### src/rtl/friet_lwc_fifo_in.sv
`default_nettype none
// ============================================================================
//  Module   : friet_lwc_fifo_in
//  Brief    : Parametrised input FIFO for the FRIET LWC datapath. Stores up to
//             2^G_LOG2_DEPTH words of G_WIDTH bits between two valid/ready
//             handshakes, reports occupancy on level, and optionally supports
//             a synchronous flush (build macro FRIET_LWC_FIFO_FLUSH_EN).
//  Revision : 1.0 - initial multi-entry release
// ============================================================================
module friet_lwc_fifo_in #(
    parameter int G_WIDTH      = 32,
    parameter int G_LOG2_DEPTH = 2
) (
    input  logic                    clk,
    input  logic                    rst,
    input  logic [G_WIDTH-1:0]      din,
    input  logic                    din_valid,
    output logic                    din_ready,
    output logic [G_WIDTH-1:0]      dout,
    output logic                    dout_valid,
    input  logic                    dout_ready,
`ifdef FRIET_LWC_FIFO_FLUSH_EN
    input  logic                    flush,
`endif
    output logic [G_LOG2_DEPTH:0]   level
);

    localparam logic [G_LOG2_DEPTH:0]   c_DEPTH    = {1'b1, {G_LOG2_DEPTH{1'b0}}};
    localparam logic [G_LOG2_DEPTH:0]   c_LVL_ONE  = (G_LOG2_DEPTH+1)'(1);
    localparam logic [G_LOG2_DEPTH-1:0] c_PTR_ONE  = G_LOG2_DEPTH'(1);
    localparam int                      c_ENTRIES  = 1 << G_LOG2_DEPTH;

    // Storage is deliberately not reset; only pointers and occupancy are.
    logic [G_WIDTH-1:0]      r_mem_q [0:c_ENTRIES-1];

    logic [G_LOG2_DEPTH-1:0] r_wr_ptr_q, w_wr_ptr_d;
    logic [G_LOG2_DEPTH-1:0] r_rd_ptr_q, w_rd_ptr_d;
    logic [G_LOG2_DEPTH:0]   r_level_q,  w_level_d;

    logic [G_LOG2_DEPTH-1:0] w_upd_wr_ptr;
    logic [G_LOG2_DEPTH-1:0] w_upd_rd_ptr;
    logic [G_LOG2_DEPTH:0]   w_upd_level;

    logic w_full;
    logic w_ready_run;
    logic w_push;
    logic w_pop;

    assign w_full     = (r_level_q == c_DEPTH);
    assign level      = r_level_q;
    assign dout_valid = (r_level_q != '0);
    assign dout       = r_mem_q[r_rd_ptr_q];
    assign w_push     = din_valid & din_ready;
    assign w_pop      = dout_valid & dout_ready;

    // Ready outside reset/flush: always when not full; when full only if a pop frees a slot.
    always_comb begin
        w_ready_run = 1'b1;
        if (!w_full) begin
            w_ready_run = 1'b1;
        end else if (dout_ready) begin
            w_ready_run = 1'b1;
        end else if (!dout_ready) begin
            w_ready_run = 1'b0;
        end else begin
            w_ready_run = 1'bx;
        end
    end

    // Final din_ready: blocked during reset and (when built in) during flush.
    always_comb begin
        din_ready = 1'b0;
        if (rst) begin
            din_ready = 1'b0;
        end else if (!rst) begin
`ifdef FRIET_LWC_FIFO_FLUSH_EN
            if (flush) begin
                din_ready = 1'b0;
            end else if (!flush) begin
                din_ready = w_ready_run;
            end else begin
                din_ready = 1'bx;
            end
`else
            din_ready = w_ready_run;
`endif
        end else begin
            din_ready = 1'bx;
        end
    end

    // Normal-operation pointer and occupancy update from the two handshakes.
    always_comb begin
        w_upd_wr_ptr = r_wr_ptr_q;
        w_upd_rd_ptr = r_rd_ptr_q;
        w_upd_level  = r_level_q;

        if (w_push) begin
            w_upd_wr_ptr = r_wr_ptr_q + c_PTR_ONE;
        end else if (!w_push) begin
            w_upd_wr_ptr = r_wr_ptr_q;
        end else begin
            w_upd_wr_ptr = 'x;
        end

        if (w_pop) begin
            w_upd_rd_ptr = r_rd_ptr_q + c_PTR_ONE;
        end else if (!w_pop) begin
            w_upd_rd_ptr = r_rd_ptr_q;
        end else begin
            w_upd_rd_ptr = 'x;
        end

        if (w_push && !w_pop) begin
            w_upd_level = r_level_q + c_LVL_ONE;
        end else if (!w_push && w_pop) begin
            w_upd_level = r_level_q - c_LVL_ONE;
        end else if (w_push == w_pop) begin
            w_upd_level = r_level_q;
        end else begin
            w_upd_level = 'x;
        end
    end

    // Next state: reset dominates, then flush (if built in), then normal update.
    always_comb begin
        w_wr_ptr_d = r_wr_ptr_q;
        w_rd_ptr_d = r_rd_ptr_q;
        w_level_d  = r_level_q;
        if (rst) begin
            w_wr_ptr_d = '0;
            w_rd_ptr_d = '0;
            w_level_d  = '0;
        end else if (!rst) begin
`ifdef FRIET_LWC_FIFO_FLUSH_EN
            if (flush) begin
                w_wr_ptr_d = '0;
                w_rd_ptr_d = '0;
                w_level_d  = '0;
            end else if (!flush) begin
                w_wr_ptr_d = w_upd_wr_ptr;
                w_rd_ptr_d = w_upd_rd_ptr;
                w_level_d  = w_upd_level;
            end else begin
                w_wr_ptr_d = 'x;
                w_rd_ptr_d = 'x;
                w_level_d  = 'x;
            end
`else
            w_wr_ptr_d = w_upd_wr_ptr;
            w_rd_ptr_d = w_upd_rd_ptr;
            w_level_d  = w_upd_level;
`endif
        end else begin
            w_wr_ptr_d = 'x;
            w_rd_ptr_d = 'x;
            w_level_d  = 'x;
        end
    end

    // Control state register.
    always_ff @(posedge clk) begin
        r_wr_ptr_q <= w_wr_ptr_d;
        r_rd_ptr_q <= w_rd_ptr_d;
        r_level_q  <= w_level_d;
    end

    // Data storage write; push is already suppressed during reset and flush.
    always_ff @(posedge clk) begin
        if (w_push) begin
            r_mem_q[r_wr_ptr_q] <= din;
        end
    end

endmodule
`default_nettype wire
### config.mk
export PLATFORM = sky130hd
export DESIGN_NAME = friet_lwc_fifo_in
export DESIGN_NICKNAME = d
export VERILOG_FILES = /design/src/rtl/friet_lwc_fifo_in.sv
export SDC_FILE = /design/constraint.sdc
export NUM_CORES = 1
export LEC_CHECK = 0
export CORE_UTILIZATION = 53
export CTS_BUF_LIST = sky130_fd_sc_hd__clkbuf_4 sky130_fd_sc_hd__clkbuf_8
export CTS_CLUSTER_DIAMETER = 120
export DETAILED_ROUTE_END_ITERATION = 12
export HOLD_SLACK_MARGIN = 0.12
export PLACE_DENSITY = 0.75
export SLEW_MARGIN = 30
export SYNTH_ARGS = -nofsm -noshare
export SYNTH_HDL_FRONTEND = slang
export SYNTH_SLANG_ARGS = --single-unit
### constraint.sdc
create_clock -name clk -period 2.7 [get_ports clk]
set_input_delay 0.54 -clock clk [delete_from_list [all_inputs] [get_ports clk]]
set_output_delay 0.54 -clock clk [all_outputs]
set_load 0.005 [all_outputs]
; Yosys cells after proc, flatten, opt, wreduce, memory -nomap -nowiden
; Memories as Yosys holds them, arrays and structs flattened. A register that Yosys moved wholly into a read port is not among the register bits.
; Index checks and enable logic that the tools add are counted.
[word_totals]
out_inout_bits = 37
in_bits = 36
ff_bits = 7
n_memories = 1
ramBits = 128
elab_cells = 27
[op_classes]
n_mux = 9
bitwise_logic = 2
n_addsub = 4
n_eq_ne = 3
reduce_logical = 5
[mem_list]
columns = name, words, width, read_ports, rd_ports_with_merged_regs, write_ports, line
row1 = r_mem_q, 4, 32, 1, 1, 1, 34  ; logic [G_WIDTH-1:0] r_mem_q [0:c_ENTRIES-1];
[ops]
columns = cell, count
row1 = $mux 3, 2
row2 = $mux 1, 5
row3 = $add 2x1->2 const B, 2
row4 = $mux 2, 2
row5 = $add 3x1->3 const B, 1
row6 = $eq 3x3->1 const B, 1
row7 = $ne 3x3->1 const B, 1
row8 = $reduce_bool 3->1, 1
row9 = $sub 3x1->3 const B, 1
row10 = $and 1x1->1, 2
row11 = $logic_and 1x1->1, 2
row12 = $logic_not 1->1, 2
row13 = $eq 1x1->1, 1

; Longest topological paths before layout
; Gate-level depths: netlist of the first run.
[logic_depth]
ltp_word = 8
ltp_mapped = 9
depth_no_buf = 8

; Least setup slack after synthesis of the first run
; Ideal clock, no wire load.
[synth_timing]
kind = input to register
start = input rst
end = register r_level_q[2] (netlist: level[2])
required_ps = 2629
stages = 9
arrival_time_ps = 2334
path_slack_ps = 295
setup_time_ps = 71
n_path_buf = 1
path_cell_list = clkbuf_1 -> nor2b_1 -> and2_4 -> ha_1 -> inv_1 -> fa_1 -> xor2_1 -> or3_1 -> a21oi_1
[synth_via]
elab_chain_cells = 5
elab_cells_between_ends = 8
cone_classes = eq/ne: 2 / mux: 2 / bitwise: 1 / reduce/logical: 3
[synth_rtl]
columns = element, line
row1 = "start, declared", 15  ; input logic rst,
row2 = $mux 1 *, 73  ; if (rst) begin
row3 = $and 1x1->1 *, 53  ; assign w_push = din_valid & din_ready;
row4 = via w_push, 46  ; logic w_push;
row5 = $logic_not 1->1, 116  ; end else if (!w_push && w_pop) begin
row6 = $logic_and 1x1->1, 116
row7 = $ne 3x3->1 (no source line), n/a
row8 = "end signal, assigned", 165  ; r_level_q <= w_level_d;
row9 = "end, declared", 38  ; logic [G_LOG2_DEPTH:0] r_level_q, w_level_d;
; The timed path passes the listed nets; every way through them passes the cells marked *.
; A chain may end at the register's enable or synchronous reset.

; Worst setup path in the final report of the first run
[layout_timing]
start = input dout_ready
end = output din_ready
[layout_via]
elab_chain_cells = 3
[layout_rtl]
columns = element, line
row1 = "start, declared", 21  ; input logic dout_ready,
row2 = $mux 1, 61  ; end else if (dout_ready) begin
row3 = $mux 1, 59  ; if (!w_full) begin
row4 = $mux 1, 73
row5 = "end, declared", 18  ; output logic din_ready,
; No other way between the ends.

==> qor.csv, run 1 <==
stage,metric,value,unit
drt,Avg Vias per Cell,5.35,
place,"worst slack, placed",-40.7,ps
place,IO buf count,72,
sta,achievable frequency,381,MHz
synthesis,Synth Net Count,257,
floorplanning,initial cell density of the core,54.9,%
floorplanning,Die W,99.9,um
setup_path,worst path cell trace,"clkdlybuf4s50_1, or4b_1, nor2b_1, clkdlybuf4s50_1",
synthesis,Async SR Flop Fraction,0,%
sta,"Slew Viols, Final",0,
floorplanning,row count,35,
hold_path,worst min-delay path startpoint,r_rd_ptr_q[0],
sta,setup TNS,0,ps
floorplanning,core box area,9240,um2
place,final RePlAce weighted congestion,0.706,
clocking,TritonCTS sink count,137,
synthesis,Netlist Area Pre-Place,5070,um2
drt,DRC,0,
setup_path,CP startpoint kind,primary input,
final_layout,final instance area,6450,um2
synthesis,Yosys top cell area share,75.7,%
final_layout,final net count,355,
hold_path,worst min path class,register to register,
global_route,initial antenna violation count,0,
synthesis,Yosys warnings,0,
global_route,vias in the first global route,2435,
floorplanning,io pins,73,
setup_path,Max stage delay on crit path,540,ps
sta,Final Hold Violating Endpoints,0,
floorplanning,DIE AREA,9970,um2
power_and_ir_drop,total power,4.99,mW
sta,Final setup violation count,0,
outcome,run status,"finished, final reports clean",
place,Post-DP HPWL,5070,um
drt,vias,2436,
sta,RSZ-0062 raised after global routing,no,
setup_path,CP max FO,4,
global_route,grt ovf,0,
place,Post-DP Area,6090,um2
sta,Worst-Margin Slew,394,ps
final_layout,Layout area overhead,27.1,%
final_layout,share of cells above drive strength 1,26.7,%
power_and_ir_drop,pwr dens,775,nW/um2
synthesis,Synth area leaders,"edfxtp_1 76%, mux4_2 14%, dfxtp_1 3.6%, ha_1 1.2%, xor2_1 0.69%",
drt,average wire per standard cell,17.8,um
clocking,CTS clock-pin slew for the worst setup and hold paths,80,ps
clocking,CTS Buffer Depth,2,
global_route,largest net degree at the start of global routing,31,
setup_path,crit-path most repeated cell,clkdlybuf4s50_1,
setup_path,CP Capture Type,output pin,
final_layout,Layout fillers,572,
clocking,CTS tree,yes,
synthesis,Post-Synthesis Cells,215,
hold_path,WHS Path Cells,2,
drt,total wire length,8110,um
job,max cap viols,0,
setup_path,R2R depth,8,
synthesis,sequential share of the synthesized area,79.3,%
final_layout,ant diodes,0,
clocking,Num CTS Buffers,17,
sta,Final Skew,9.18,ps
synthesis,Synth cell types,25,
power_and_ir_drop,Peak VDD IR,0.453,mV
clocking,Post-CTS Hold Fix Bufs,0,
clocking,latest clock arrival within the worst-skew pair,420,ps
synthesis,register bit total from synthesis,137,
sta,Final period util,97.3,%
hold_path,Hold Path End,r_rd_ptr_q[0],
global_route,GRT Total Usage,17.7,%
sta,Relative slew margins,73.5,%
global_route,first-pass GRT wire length,12500,um
sta,fin crit period,2630,ps
synthesis,Synth Area per Inst,23.6,um2
clocking,Root Buffer,clkbuf_8,
synthesis,post-synth top area cell,edfxtp_1,
synthesis,"Top FF cell, synth",edfxtp_1,
setup_path,Top Family by Delay on Critical Path,buffers and inverters,
setup_path,start of the worst register-to-register path,level[1],
setup_path,Critical R2R Capture,level[2],
setup_path,CP max stage cell,or4b_1,
synthesis,Post-synth EDFFs,128,
sta,setup slack after layout,73.8,ps
setup_path,critical path class,primary input to output pin,
setup_path,FF-to-FF setup slack,480,ps
setup_path,Buffers & Inverters on Critical Path,2,
drt,Routed Antenna Nets,0,
floorplanning,Die Y,99.9,um
setup_path,Required @ worst endpoint,2160,ps
drt,Iteration-0 DRC Markers,88,
power_and_ir_drop,Leak,2.09,nW
clocking,htree depth,4,
sta,worst hold slack,530,ps
setup_path,Worst EP arrival,2090,ps
drt,First-pass DRT Iterations,4,
==> state kept, by name (all words and copies together) (netlist names), named ones only <==
name / flops
level: 3
r_wr_ptr_q: 2
r_mem_q: 128
r_rd_ptr_q: 2
==> tightest hold or removal path, cell delays in order, from the launching register on <==
cell and delay [ps]:
dfxtp_1 340, xor2_1 80, nor2_1 80
==> through the flow <==
stage / utilization [%] / instances
floorplan: - / 215
global placement: 65.9 / 422
detailed placement: 65.9 / 422
CTS: 69.7 / 454
global route: 69.8 / 455
finish: 69.8 / 455
==> cell families (layout without fill, tap and decap cells) <==
group	Yosys count	in the layout	share of synthesized area [%]
AO/OA/AOI/OAI	7	7	1.16
buffers and inverters	12	123	1.01
multiplexers	33	33	14.4
adder cells (fa/ha/maj)	6	6	1.63
flip-flops	137	137	79.3
AND/OR/NAND/NOR	16	16	1.82
XOR/XNOR	4	4	0.690
==> cell type report <==
type | count | area [um2] | area share, %
Clock inverter | 15 | 118 | 1.82
Inverter | 3 | 11.3 | 0.175
Multi-Input combinational cell | 66 | 1000 | 15.6
Sequential cell | 137 | 4030 | 62.5
Tap cell | 129 | 161 | 2.50
Timing Repair Buffer | 88 | 891 | 13.8
Clock buffer | 17 | 234 | 3.63
==> cell usage in the layout, fill, tap and decap left out, types with 2 or more instances in the layout <==
cell type	synthesis	final
or3_1	2	2
ha_1	5	5
buf_12	0	4
inv_6	0	6
xor2_1	4	4
and3_2	0	4
clkbuf_8	0	17
inv_1	3	3
dfxtp_1	9	7
clkinvlp_4	0	5
edfxtp_1	128	128
nor2_1	5	5
nor2b_1	2	2
buf_4	0	12
mux4_2	32	32
clkdlybuf4s50_1	0	72
clkinv_1	0	2
==> synth_stat cells (all sizes together), types with 2 or more instances <==
cell    instances
inv             3
buf             7
clkbuf          2
edfxtp        128
mux4           32
or3             2
nor2b           2
ha              5
dfxtp           9
xor2            4
and3            4
nor2            5
o31ai           2
==> power by group <==
group          internal [mW]  leakage [nW]  switching, mW
clock                  0.652         0.163          0.805
combinational          0.646         0.688          0.380
sequential              2.45          1.24         0.0599
==> per-layer routing <==
layer	global-route usage [%]	vias to the layer above	wire [um]
met3	5.92	9	406
met1	21.3	1265	3300
met2	29.5	63	4320
li1	-	1099	-
met4	7.47	0	87
met5	0	-	0
==> timing repair <==
action                     4_1_cts  5_1_grt
hold endpoints to repair         0        0
gates resized for setup          1        0
buffers inserted                 0        1
setup endpoints to repair       21        2
==> worst max-delay path by stage <==
stage	slack (ps)	depth (start not counted)	startpoint	end
6_report	70	4	dout_ready	din_ready
5_1_grt	20	4	dout_ready	din_ready
4_1_cts	30	3	register	dout[13]
3_5_place_dp	-40	9	dout_ready	level[2]
3_3_place_gp	30	9	dout_ready	level[2]
2_1_floorplan	290	9	rst	level[2]
No activity file was read; power rests on OpenSTA's default activity.
==> inputs of run 2 (changes only) <==
- CAP_MARGIN: default -> 20
- TNS_END_PERCENT: default -> 20
==> results of run 2 <==
No change in the layout: final DEF, timing and power equal those of run 1.
==> inputs of run 3 (changes only) <==
- HOLD_SLACK_MARGIN: 0.12 -> 0.06
==> results of run 3 <==
No change in the layout: final DEF, timing and power equal those of run 1.
==> variant 1 (config.mk and constraints of run 2) <==
Put one more register stage on the output `level`. The value now appears one clock later. The other outputs are not delayed to match.
--- a/src/rtl/friet_lwc_fifo_in.sv
+++ b/src/rtl/friet_lwc_fifo_in.sv
@@ -47,7 +47,9 @@
     logic w_pop;
 
     assign w_full     = (r_level_q == c_DEPTH);
-    assign level      = r_level_q;
+    always_ff @(posedge clk) begin
+        level <= r_level_q;
+    end
     assign dout_valid = (r_level_q != '0);
     assign dout       = r_mem_q[r_rd_ptr_q];
     assign w_push     = din_valid & din_ready;
Check against the original RTL: not equivalent (Yosys sat finds a counterexample within 4 cycles, from zero or initial values and one cycle with rst high).
==> variant 1 against run 2 <==
Final cell count is the same; total power grew 4.9%; final area grew 1.6%; worst setup slack lost 4.5 ps; synthesized area grew 1.2%; via count shrank 1.3%; critical path type unchanged; routed wire length grew 1.7%; sequential cell count grew 3; sequential share of layout area shrank 0.14 points; utilization grew 0.48 points.
==> variant 1: results (changes against run 2) <==
- Multiplexer area fraction after synthesis: 0.142 (was 0.144)
- Arr. time, crit path: 2090 ps (about the same)
- Crit path max-delay family: buffers and inverters (unchanged)
- Sequential element share of the synthesized area: 0.795 (was 0.793)
- Final Wtd Congestion: 0.702 (was 0.706)
- Fillers: 565 (was 572)
- Register-to-Register Path Depth: 8 (unchanged)
- Post-Synth XOR/XNOR Area: 0.00682 (was 0.00690)
- IO buf count: 72 (unchanged)
- Reg-to-reg slack, setup: 540 ps (was 480 ps)
- Hold WC Path Type: reg -> reg (unchanged)
- Via-per-instance ratio: 5.29 (was 5.35)
- Synth Area per Inst: 23.6 sq um (about the same)
- Fin crit period: 2630 ps (about the same)
- Setup Skew: 10.4 ps (was 9.18 ps)
- Hold Crit Start: r_level_q[2] (was r_rd_ptr_q[0])
- Layout cells sized above 1: 0.261 (was 0.267)
- Vias in the first global route: 2533 (was 2435)
- Hpwl dp: 4.94 mm (was 5.07 mm)
- Clk slew on worst S/H paths: 70 ps
- Wire per inst: 18.1 um (was 17.8 um)
- WHS: 426 ps (was 530 ps)
- Post-synth EDFFs: 128 (unchanged)
- Max Buffers Root-to-Sink: 2 (unchanged)
- Worst Hold Path EP: level[2] (was r_rd_ptr_q[0])
- Netlist cell types: 25 (unchanged)
- Top cells by area, synth: edfxtp_1 (75%), mux4_2 (14%), dfxtp_1 (4.7%) (was edfxtp_1 (76%), mux4_2 (14%), dfxtp_1 (3.6%))
- Largest net degree at the start of global routing: 33 (was 31)
- Via count: 2405 (was 2436)
- Max FO, Critical Path: 3 (was 4)
- Total CTS buffers: 17 (unchanged)
- Dpl cells: 424 (was 422)
- Max VDD drop: 0.590 mV (was 0.453 mV)
- Top cells by count, synth: edfxtp_1 (128), mux4_2 (32), dfxtp_1 (12) (was edfxtp_1 (128), mux4_2 (32), dfxtp_1 (9))
- CP max-delay cell: or4b_1 (unchanged)
- Final net count: 356 (was 355)
- GRT Overall Usage: 0.182 (was 0.177)
- Worst Hold Depth: 0 (was 2)
- Post-synthesis adder-cell area fraction: 0.0161 (was 0.0163)
- Area occupied by multi-input gates: 0.00100 sq mm (unchanged)
- Initial drt markers: 99 (was 88)
- Placement Cell Area: 0.00616 sq mm (was 0.00609 sq mm)
- Leakage: 2.13 nW (was 2.09 nW)
- Slew margin rel.: 0.729 (was 0.735)
- Worst R2R End: r_level_q[2] (was level[2])
- Hold_buf cts: 0 (unchanged)
- CTS root buffer: clkbuf_8 (unchanged)
- Max incr delay on CP: 520 ps (was 540 ps)
- Top FF cell, synth: edfxtp_1 (unchanged)
- Syn_nets: 260 (was 257)
- First-pass GRT wire length: 13.0 mm (was 12.5 mm)
- Synth Area in Compound Gates: 0.0115 (was 0.0116)
- H-tree Lvls: 4 (unchanged)
- Biggest regs: r_mem_q (128), level (3), r_level_q (3)
- Syn. warnings: 0 (unchanged)
- FF-to-FF Start: r_level_q[0] (was level[1])
- Post-Place Worst Slack: -1.45 ps (was -40.7 ps)
- Run status: completed (unchanged)
- Pre-Repair DR Iteration Count: 4 (unchanged)
[variant 1: cell types whose count changed in the layout (fill, tap and decap cells not counted), sizes merged]
cell,change
clkinvlp,-1
dfxtp,+3
clkbuf,+1
clkinv,+2
inv,-5
bufinv,+2
buf,-2
[variant 1: area by class of cell]
type                       instances  area share
sequential                       140       0.623
multi-input combinational         66       0.153
timing repair buffer              86       0.138
clock buffer                      18      0.0368
tap                              129      0.0246
clock inverter                    13      0.0221
inverter                           3     0.00172
[variant 1: repair_timing]
action / CTS / global route
buffers inserted: 0 / 0
endpoints found under the setup margin: 0 / 3
gates resized for setup: 0 / 1
[variant 1: power by group]
group / switching [mW] / internal (mW)
Combinational: 0.376 / 0.663
Sequential: 0.0784 / 2.52
Clock: 0.774 / 0.832
[variant 1: routing by layer]
| layer | up-vias | global-route usage | wire length [um] | share of wire |
|---|---|---|---|---|
| li1 | 1106 | - | - | - |
| met1 | 1200 | 0.223 | 3480 | 0.42 |
| met2 | 84 | 0.288 | 4150 | 0.50 |
| met3 | 15 | 0.0620 | 485 | 0.059 |
| met4 | 0 | 0.100 | 141 | 0.017 |
| met5 | - | 0 | 0 | 0 |
[variant 1: cell families after synthesis]
logic type / after synthesis
DFF: 140
muxes: 33
and+or+nand+nor: 16
buffers and inverters: 12
AOI/OAI and AO/OA: 7
adders and majority gates: 6
xor gates and xnor gates: 4
[variant 1: worst max path at each step]
| stage | cells after the start | end | from |
|---|---|---|---|
| finish | 4 | din_ready | dout_ready |
| global route | 3 | dout[20] | flop |
| CTS | 3 | dout[17] | flop |
| detailed placement | 9 | r_level_q[2] | dout_ready |
| global placement | 9 | r_level_q[2] | dout_ready |
| floorplan | 9 | r_level_q[2] | rst |
==> variant 2 (flow settings as in run 2) <==
Without the edit above. The option `FRIET_LWC_FIFO_FLUSH_EN` is turned on by a define.
--- a/src/rtl/friet_lwc_fifo_in.sv
+++ b/src/rtl/friet_lwc_fifo_in.sv
@@ -7,6 +7,8 @@
 //             a synchronous flush (build macro FRIET_LWC_FIFO_FLUSH_EN).
 //  Revision : 1.0 - initial multi-entry release
 // ============================================================================
+`define FRIET_LWC_FIFO_FLUSH_EN
+
 module friet_lwc_fifo_in #(
     parameter int G_WIDTH      = 32,
     parameter int G_LOG2_DEPTH = 2
Ports: changed (added flush); port bits go from 73 to 74. No check against the original RTL was run, so the function may have changed too.
==> variant 2 against run 2 <==
Global-route usage increased by 1.3 points; synthesized area increased by 0.22%; sequential share of layout area decreased by 0.78 points; final area increased by 1.3%; worst setup slack got worse by 21 ps; sequential cell count unchanged; routed wire length increased by 5.2%.
Power is not compared: it rests on default switching activity, and its combinational part moved more than twofold at a synthesized area within 25%.
==> variant 2: results (changes against run 2) <==
- Run status: completed (unchanged)
- Multiplexer area fraction after synthesis: 0.146 (was 0.144)
- Syn_nets: 259 (was 257)
- GRT Overall Usage: 0.189 (was 0.177)
- Met3 usage: 0.0578 (was 0.0592)
- First-pass GRT wire length: 13.5 mm (was 12.5 mm)
- Via count: 2434 (was 2436)
- Met1 usage: 0.245 (was 0.213)
- Placement Cell Area: 0.00611 sq mm (was 0.00609 sq mm)
- Slew margin rel.: 0.735 (about the same)
- Post-synthesis adder-cell area fraction: 0.0162 (was 0.0163)
- Sequential element share of the synthesized area: 0.791 (was 0.793)
- Final net count: 367 (was 355)
- Dpl cells: 429 (was 422)
- Reg-to-reg slack, setup: 560 ps (was 480 ps)
- Post-Synth XOR/XNOR Area: 0.00689 (was 0.00690)
- Vias in the first global route: 2588 (was 2435)
- Top cells by area, synth: edfxtp_1 (76%), mux4_2 (14%), dfxtp_1 (3.5%) (was edfxtp_1 (76%), mux4_2 (14%), dfxtp_1 (3.6%))
- Layout cells sized above 1: 0.294 (was 0.267)
- Max VDD drop: 0.419 mV
- Wire per inst: 18.3 um (was 17.8 um)
- Detailed-route wire length: 8.54 mm (was 8.11 mm)
- Met2 WL: 4.44 mm (was 4.32 mm)
- WL met1: 3.62 mm (was 3.30 mm)
- Met3 Routed Length: 416 um (was 406 um)
- Setup Skew: 9.93 ps (was 9.18 ps)
- Netlist cell types: 27 (was 25)
- Largest net degree at the start of global routing: 22 (was 31)
- Arr. time, crit path: 2110 ps (was 2090 ps)
- Pwr dens: 635 mW/mm^2
- Max incr delay on CP: 510 ps (was 540 ps)
- IO buf count: 73 (was 72)
- Final Wtd Congestion: 0.671 (was 0.706)
- Post-Syn Instances: 216 (was 215)
- WHS: 530 ps (about the same)
- Top cells by count, synth: edfxtp_1 (128), mux4_2 (32), dfxtp_1 (9), nor2_1 (6), ha_1 (5) (was edfxtp_1 (128), mux4_2 (32), dfxtp_1 (9))
- Max FO, Critical Path: 3 (was 4)
- Post-Place Worst Slack: -39.6 ps (was -40.7 ps)
- Combinational power share: 0.055
- Hpwl dp: 5.32 mm (was 5.07 mm)
- Initial drt markers: 77 (was 88)
- CP max-delay cell: or4b_4 (was or4b_1)
- Met2 Usage GRT: 0.305 (was 0.295)
==> variant 2: cell count changes in the layout (fill, tap and decap cells not counted), moves of 2 or more <==
cell	before	now
buf_12	4	2
buf_4	12	22
inv_6	6	4
nor2b_1	2	0
==> variant 2: worst max path at each step <==
stage,start,to,slack (ps),cells past startpoint
floorplan,flush,level[2],330,8
global placement,din_valid,level[2],20,9
detailed placement,flush,level[2],-40,9
CTS,flop,dout[3],6,3
global route,dout_ready,din_ready,9,4
finish,dout_ready,din_ready,50,4
==> variant 2: final cells by class <==
type                       instances  area [sq um]
clock buffer                      17           234
clock inverter                    15           143
fill                             617          2750
inverter                           3          11.3
multi-input combinational         68          1020
sequential                       137          4030
tap                              129           161
timing repair buffer              97           936
==> variant 2: critical path: cells and delay by family <==
kind / cells / cell delay, ps
buf+inv: 2 / 870
simple gates: 2 / 690
==> variant 2: repair_timing <==
action                     in CTS  in global routing
gates resized for setup         1                  0
pin swaps                       0                  0
setup endpoints to repair      27                 19
hold buffers                    0                  0
buffers inserted                0                  5
